**src/rtl/spi_transaction_arbiter.sv**
```systemverilog
// spi_transaction_arbiter
//   Shares one half-duplex SPI transaction engine between NUM_REQ requesters.
//   Requests are granted round-robin, one transaction in flight at a time.
//   Each accepted request is launched to the engine as a one-cycle nonzero
//   length. The arbiter then waits for the engine's done pulse, or gives up
//   after TIMEOUT_CYCLES. Read data and a status code are returned to the
//   requester that owns the transaction.
//
// Ports
//   fabric_clk, reset_n          clock, asynchronous active-low reset
//   req_valid / req_ready        per-requester handshake (ready is one-hot or zero)
//   req_length/data/rw_mask      packed per-requester fields, requester i at slice i
//   resp_valid                   one-cycle response pulse to the owning requester
//   resp_read_data, resp_error   shared response bus, qualified by resp_valid
//                                error: 00 ok, 01 bad length, 10 timeout
//   spi_transaction_*            engine launch (length nonzero for one cycle)
//   spi_done, spi_read_data      engine completion pulse and its read data
//   busy                         high whenever the arbiter is not idle
module spi_transaction_arbiter #(
  parameter int NUM_REQ               = 4,
  parameter int DATA_WIDTH            = 32,
  parameter int TRANSACTION_LEN_WIDTH = 8,
  parameter int TIMEOUT_CYCLES        = 4096
) (
  input  logic                                    fabric_clk,
  input  logic                                    reset_n,
  input  logic [NUM_REQ-1:0]                      req_valid,
  output logic [NUM_REQ-1:0]                      req_ready,
  input  logic [NUM_REQ*TRANSACTION_LEN_WIDTH-1:0] req_length,
  input  logic [NUM_REQ*DATA_WIDTH-1:0]           req_data,
  input  logic [NUM_REQ*DATA_WIDTH-1:0]           req_rw_mask,
  output logic [NUM_REQ-1:0]                      resp_valid,
  output logic [DATA_WIDTH-1:0]                   resp_read_data,
  output logic [1:0]                              resp_error,
  output logic [TRANSACTION_LEN_WIDTH-1:0]        spi_transaction_length,
  output logic [DATA_WIDTH-1:0]                   spi_transaction_data,
  output logic [DATA_WIDTH-1:0]                   spi_transaction_rw_mask,
  input  logic                                    spi_done,
  input  logic [DATA_WIDTH-1:0]                   spi_read_data,
  output logic                                    busy
);

  localparam int PTR_W = (NUM_REQ > 1) ? $clog2(NUM_REQ) : 1;
  localparam int CNT_W = $clog2(TIMEOUT_CYCLES) + 1;

  typedef enum logic [1:0] {IDLE, ISSUE, WAIT, RESP} state_t;

  state_t                           state, state_nxt;
  logic [PTR_W-1:0]                 ptr_q, owner_q, grant_idx;
  logic                             grant_any;
  logic                             len_bad;
  logic                             timeout_hit;
  logic [CNT_W-1:0]                 cnt_q;
  logic [1:0]                       err_q;
  logic [TRANSACTION_LEN_WIDTH-1:0] len_q, sel_len;
  logic [DATA_WIDTH-1:0]            data_q, mask_q, rdata_q;
  logic [DATA_WIDTH-1:0]            sel_data, sel_mask;

  // Read bits are only meaningful where the mask marks a read (0) and the
  // bit lies inside the transferred length; everything else is zeroed.
  function automatic logic [DATA_WIDTH-1:0] mask_read(
    input logic [DATA_WIDTH-1:0]            rd,
    input logic [DATA_WIDTH-1:0]            mask,
    input logic [TRANSACTION_LEN_WIDTH-1:0] len
  );
    logic [DATA_WIDTH-1:0] res;
    for (int b = 0; b < DATA_WIDTH; b++) begin
      res[b] = rd[b] & ~mask[b] & (b < int'(len));
    end
    return res;
  endfunction

  // Round-robin search: first valid requester at or after the pointer.
  always_comb begin
    grant_any = 1'b0;
    grant_idx = '0;
    for (int i = 0; i < NUM_REQ; i++) begin
      if (!grant_any && req_valid[(int'(ptr_q) + i) % NUM_REQ]) begin
        grant_any = 1'b1;
        grant_idx = PTR_W'((int'(ptr_q) + i) % NUM_REQ);
      end
    end
  end

  assign sel_len  = req_length[int'(grant_idx)*TRANSACTION_LEN_WIDTH +: TRANSACTION_LEN_WIDTH];
  assign sel_data = req_data[int'(grant_idx)*DATA_WIDTH +: DATA_WIDTH];
  assign sel_mask = req_rw_mask[int'(grant_idx)*DATA_WIDTH +: DATA_WIDTH];
  assign len_bad  = (sel_len == '0) || (int'(sel_len) > DATA_WIDTH);

  assign timeout_hit = (cnt_q == CNT_W'(TIMEOUT_CYCLES - 1));

  always_comb begin
    state_nxt = state;
    req_ready = '0;
    case (state)
      IDLE: begin
        if (grant_any) begin
          req_ready[grant_idx] = 1'b1;
          state_nxt            = len_bad ? RESP : ISSUE;
        end
      end
      ISSUE:   state_nxt = WAIT;
      // A done pulse on the last timeout cycle still counts as success.
      WAIT:    if (spi_done || timeout_hit) state_nxt = RESP;
      RESP:    state_nxt = IDLE;
      default: state_nxt = IDLE;
    endcase
  end

  always_ff @(posedge fabric_clk or negedge reset_n) begin
    if (!reset_n) begin
      state   <= IDLE;
      ptr_q   <= '0;
      owner_q <= '0;
      cnt_q   <= '0;
      err_q   <= 2'b00;
      len_q   <= '0;
      data_q  <= '0;
      mask_q  <= '0;
    end else begin
      state <= state_nxt;
      case (state)
        IDLE: begin
          if (grant_any) begin
            owner_q <= grant_idx;
            ptr_q   <= (grant_idx == PTR_W'(NUM_REQ - 1)) ? '0 : grant_idx + 1'b1;
            len_q   <= sel_len;
            data_q  <= sel_data;
            mask_q  <= sel_mask;
            err_q   <= len_bad ? 2'b01 : 2'b00;
          end
        end
        ISSUE: cnt_q <= '0;
        WAIT: begin
          cnt_q <= cnt_q + 1'b1;
          if (spi_done)         err_q <= 2'b00;
          else if (timeout_hit) err_q <= 2'b10;
        end
        default: ;
      endcase
    end
  end

  // Response data is only visible in RESP, so it needs no reset.
  always_ff @(posedge fabric_clk) begin
    if (state == IDLE && grant_any) begin
      rdata_q <= '0;
    end else if (state == WAIT) begin
      if (spi_done)         rdata_q <= mask_read(spi_read_data, mask_q, len_q);
      else if (timeout_hit) rdata_q <= '0;
    end
  end

  always_comb begin
    resp_valid = '0;
    if (state == RESP) resp_valid[owner_q] = 1'b1;
  end

  assign resp_read_data          = (state == RESP)  ? rdata_q : '0;
  assign resp_error              = (state == RESP)  ? err_q   : 2'b00;
  assign spi_transaction_length  = (state == ISSUE) ? len_q   : '0;
  assign spi_transaction_data    = data_q;
  assign spi_transaction_rw_mask = mask_q;
  assign busy                    = (state != IDLE);

endmodule
```
**config.mk**
```make
export PLATFORM = sky130hd
export DESIGN_NAME = spi_transaction_arbiter
export DESIGN_NICKNAME = d
export VERILOG_FILES = /design/src/rtl/spi_transaction_arbiter.sv
export SDC_FILE = /design/constraint.sdc
export NUM_CORES = 1
export LEC_CHECK = 0
export BUFFER_PORTS_ARGS = -buffer_cell sky130_fd_sc_hd__buf_2
export CAP_MARGIN = 20
export CORE_AREA = 2 2 171 173
export CTS_CLUSTER_SIZE = 24
export DETAILED_ROUTE_END_ITERATION = 12
export DIE_AREA = 0 0 173 175
export PLACE_DENSITY = 0.65
export REMOVE_ABC_BUFFERS = 1
export SYNTH_ARGS = -nofsm -noshare
export SYNTH_HDL_FRONTEND = slang
export SYNTH_SLANG_ARGS = --single-unit
export TNS_END_PERCENT = 1
```
**constraint.sdc**
```tcl
create_clock -name fabric_clk -period 3.85 [get_ports fabric_clk]
set_input_delay 0.5775 -clock fabric_clk [delete_from_list [all_inputs] [get_ports fabric_clk]]
set_output_delay 0.5775 -clock fabric_clk [all_outputs]
set_load 0.005 [all_outputs]
```
==> flow_metrics.py <==
metrics = {
    "placement": {
        "gp_congestion": 0.872,
        "dp_hpwl_mm": 23.6,
        "place.port_buffers": 441,
    },
    "route": {
        "ant_nets": 0,
        "firstDrtPassIters": 4,
        "wl_per_cell_um": 15.7,
        "routed_wl_mm": 30.7,
        "drtIter0Drc": 444,
        "drc": 0,
        "vias": 9309,
        "via_per_inst": 4.75,
    },
    "setup_path": {
        "critPathLaunchType": "flip-flop",
        "max_stage_delay_ps": 490,
        "slowest_stage": "nor2_4",
        "r2r_setup_slack_ps": 1240,
        "crit_fanout": 13,
        "critPathBufInv": 2,
        "reg2reg_to": "spi_transaction_data[27]",
        "setup.worst_path.start": "ptr_q[0]",
        "arrival_ps": 2420,
        "ff2ff_path_depth": 8,
        "r2r_start": "ptr_q[0]",
        "cp.required_ps": 3270,
        "crit_family": "simple AND/OR/NAND/NOR gates",
        "crit_chain": "nor2b_1, o21ba_1, nor2_4, inv_4, ha_1, and2_1, buf_2",
        "crit_type": "flip-flop to output port",
        "cp-end-kind": "output port",
    },
    "global_route": {
        "grt-ovfl-total": 0,
        "grt_first_pass_wirelength_mm": 47.7,
        "grt.total_usage_pct": 19.7,
        "grt_pass1_vias": 8728,
        "grt_max_degree": 91,
        "antenna_found_initial": 3,
    },
    "sta": {
        "setup_violations": 0,
        "timing.fmax_ghz": 0.334,
        "hold-worst-slack_ps": 276,
        "finalCriticalPeriod_ps": 2990,
        "worst_pin_slew_ps": 975,
        "period_share_pct": 77.8,
        "slew_viol_final": 0,
        "hold_violations": 0,
        "max_slew_margin_pct": 34.5,
        "rsz0062_at_grt": "no",
        "skew_ps": 13.1,
    },
    "synth": {
        "synth_edf_count": 0,
        "synth_ff_type": "dfrtp_1",
        "postSynthAreaPerCell_um2": 6.90,
        "synthesis.area_mm2": 0.00807,
        "muxShareOfSynthArea_pct": 2.05,
        "synth-simple-area-share_pct": 37.1,
        "ys_seq_area_share_pct": 36.8,
        "synth_compound_area_share_pct": 16.5,
        "syn_inst": 1170,
        "ys_seq_elements": 125,
        "synth_top_family_by_area": "simple AND/OR/NAND/NOR gates",
        "async_flop_share_pct": 74.4,
        "synth_fa_ha_area_share_pct": 1.40,
        "ys_warn_count": 0,
        "synth.distinct_cells": 55,
        "synth-xor-area-share_pct": 0.868,
    },
    "clock_tree": {
        "ctsHoldBuffers": 0,
        "cts_tree": "yes",
        "cts-root-buf": "clkbuf_16",
        "clock_path_buffers": 2,
        "post_cts_resize_count": 0,
        "insertion_delay_ps": 420,
        "cts_buffers": 17,
        "post_cts_buffers": 0,
        "htree_levels": 4,
        "clock_sinks": 125,
        "cts.clk_slew.worst_paths_ps": 60,
    },
    "die": {
        "core-area_mm2": 0.0284,
        "rows": 62,
        "dieArea_mm2": 0.0303,
        "top_level_ports": 442,
        "start_util_pct": 28.4,
        "die_h_um": 175,
        "die_w_um": 173,
    },
    "finish": {
        "drive_above_1_share_pct": 32.7,
        "final_nets": 1898,
        "area_growth_syn_to_layout_pct": 38.6,
    },
    "pwr": {
        "p_leak_nw": 5.86,
        "power_mw": 7.76,
        "peakVddDrop_mv": 0.322,
        "powerDensity_mw_per_mm2": 693,
    },
    "run": {
        "maxCapViolations": 0,
    },
    "run_status": {
        "status": "finished, final reports clean",
    },
    "min_path": {
        "hold_path.class": "input port to async pin",
    },
}
-- sequential cells by signal, summed over array words and instances, names as in the netlist --
| name | count |
|---|---|
| state | 2 |
| owner_q | 2 |
| err_q | 2 |
| len_q | 8 |
| spi_transaction_rw_mask | 32 |
| cnt_q | 13 |
| rdata_q | 32 |
| spi_transaction_data | 32 |
| ptr_q | 2 |
-- layout by cell type, fill, tap and decap left out, types with 6 or more instances in the layout --
cell type    n
o21ai_1    131
buf_2      440
a2111oi_1    8
dfrtp_1     93
nand2b_1     6
and2_1      48
nor2_1      53
nor3_1       8
mux2i_1     12
o21ai_0     29
nand3_1     90
nand4_1      6
clkbuf_16   17
xor2_1       6
nand2_1    432
ha_1         9
nor4_1       8
buf_4       15
nor2b_1      6
inv_1       11
dfxtp_1     32
a21oi_1     45
-- report_power, final --
group	total [mW]	switching (mW)	internal, mW
clock network	1.68	0.637	1.04
logic	3.79	2.39	1.40
registers	2.29	0.471	1.82
total	7.76	3.49	4.27
-- per-layer routing --
layer | share of wire (%) | global-route usage, %
met3 | 6.2 | 4.77
met5 | 0.15 | 0
met1 | 42 | 24.5
met4 | 2.0 | 5.12
met2 | 49 | 34.3
-- synth_stat cells (11+ instances only) --
cell type / instances / share of area, %
nand2_1: 432 / 20
o21ai_1: 131 / 8.1
dfrtp_1: 93 / 29
nand3_1: 90 / 5.6
nor2_1: 54 / 2.5
and2_1: 48 / 3.7
a21oi_1: 45 / 2.8
clkbuf_1: 45 / 2.1
dfxtp_1: 32 / 7.9
o21ai_0: 29 / 1.8
buf_2: 26 / 1.6
mux2i_1: 12 / 1.5
inv_1: 11 / 0.51
-- through the flow --
step / util [%] / setup slack, ps / instances / cell area, µm² / setup TNS [ps]
6_report: 39.4 / 856 / 1960 / 11200 / 0
5_1_grt: 39.4 / 683 / 1959 / 11200 / 0
4_1_cts: 39.4 / 837 / 1959 / 11200 / 0
3_5_place_dp: 37.3 / 893 / 1927 / 10600 / 0
3_3_place_gp: 37.3 / 1000 / 1927 / 10600 / 0
2_1_floorplan: - / -1110 / 1085 / 7690 / -57230
-- cell families after synthesis --
group,after synthesis
AOI/OAI and AO/OA,233
xor gates and xnor gates,8
adders and majority gates,9
buffers and inverters,97
DFF,125
muxes,16
and+or+nand+nor,682
-- cell type report --
| cell class | count | area [µm²] |
|---|---|---|
| clock inverters | 13 | 165 |
| multi-input cells | 948 | 4710 |
| inverters | 12 | 47.5 |
| repair buffers | 458 | 2370 |
| clock buffers | 19 | 443 |
| flip-flops and latches | 125 | 2970 |
| diodes | 1 | 2.50 |
| fillers | 3073 | 17200 |
| well taps | 384 | 480 |
-- worst max path at each step --
stage / endpoint / depth (start not counted) / slack, ps
global placement: req_ready[1] / 8 / 1000
floorplan: req_ready[0] / 6 / -1110
detailed placement: spi_transaction_data[27] / 9 / 890
CTS: req_ready[1] / 6 / 840
finish: req_ready[1] / 7 / 860
global route: req_ready[1] / 7 / 680
(Power assumes the default switching activity.)
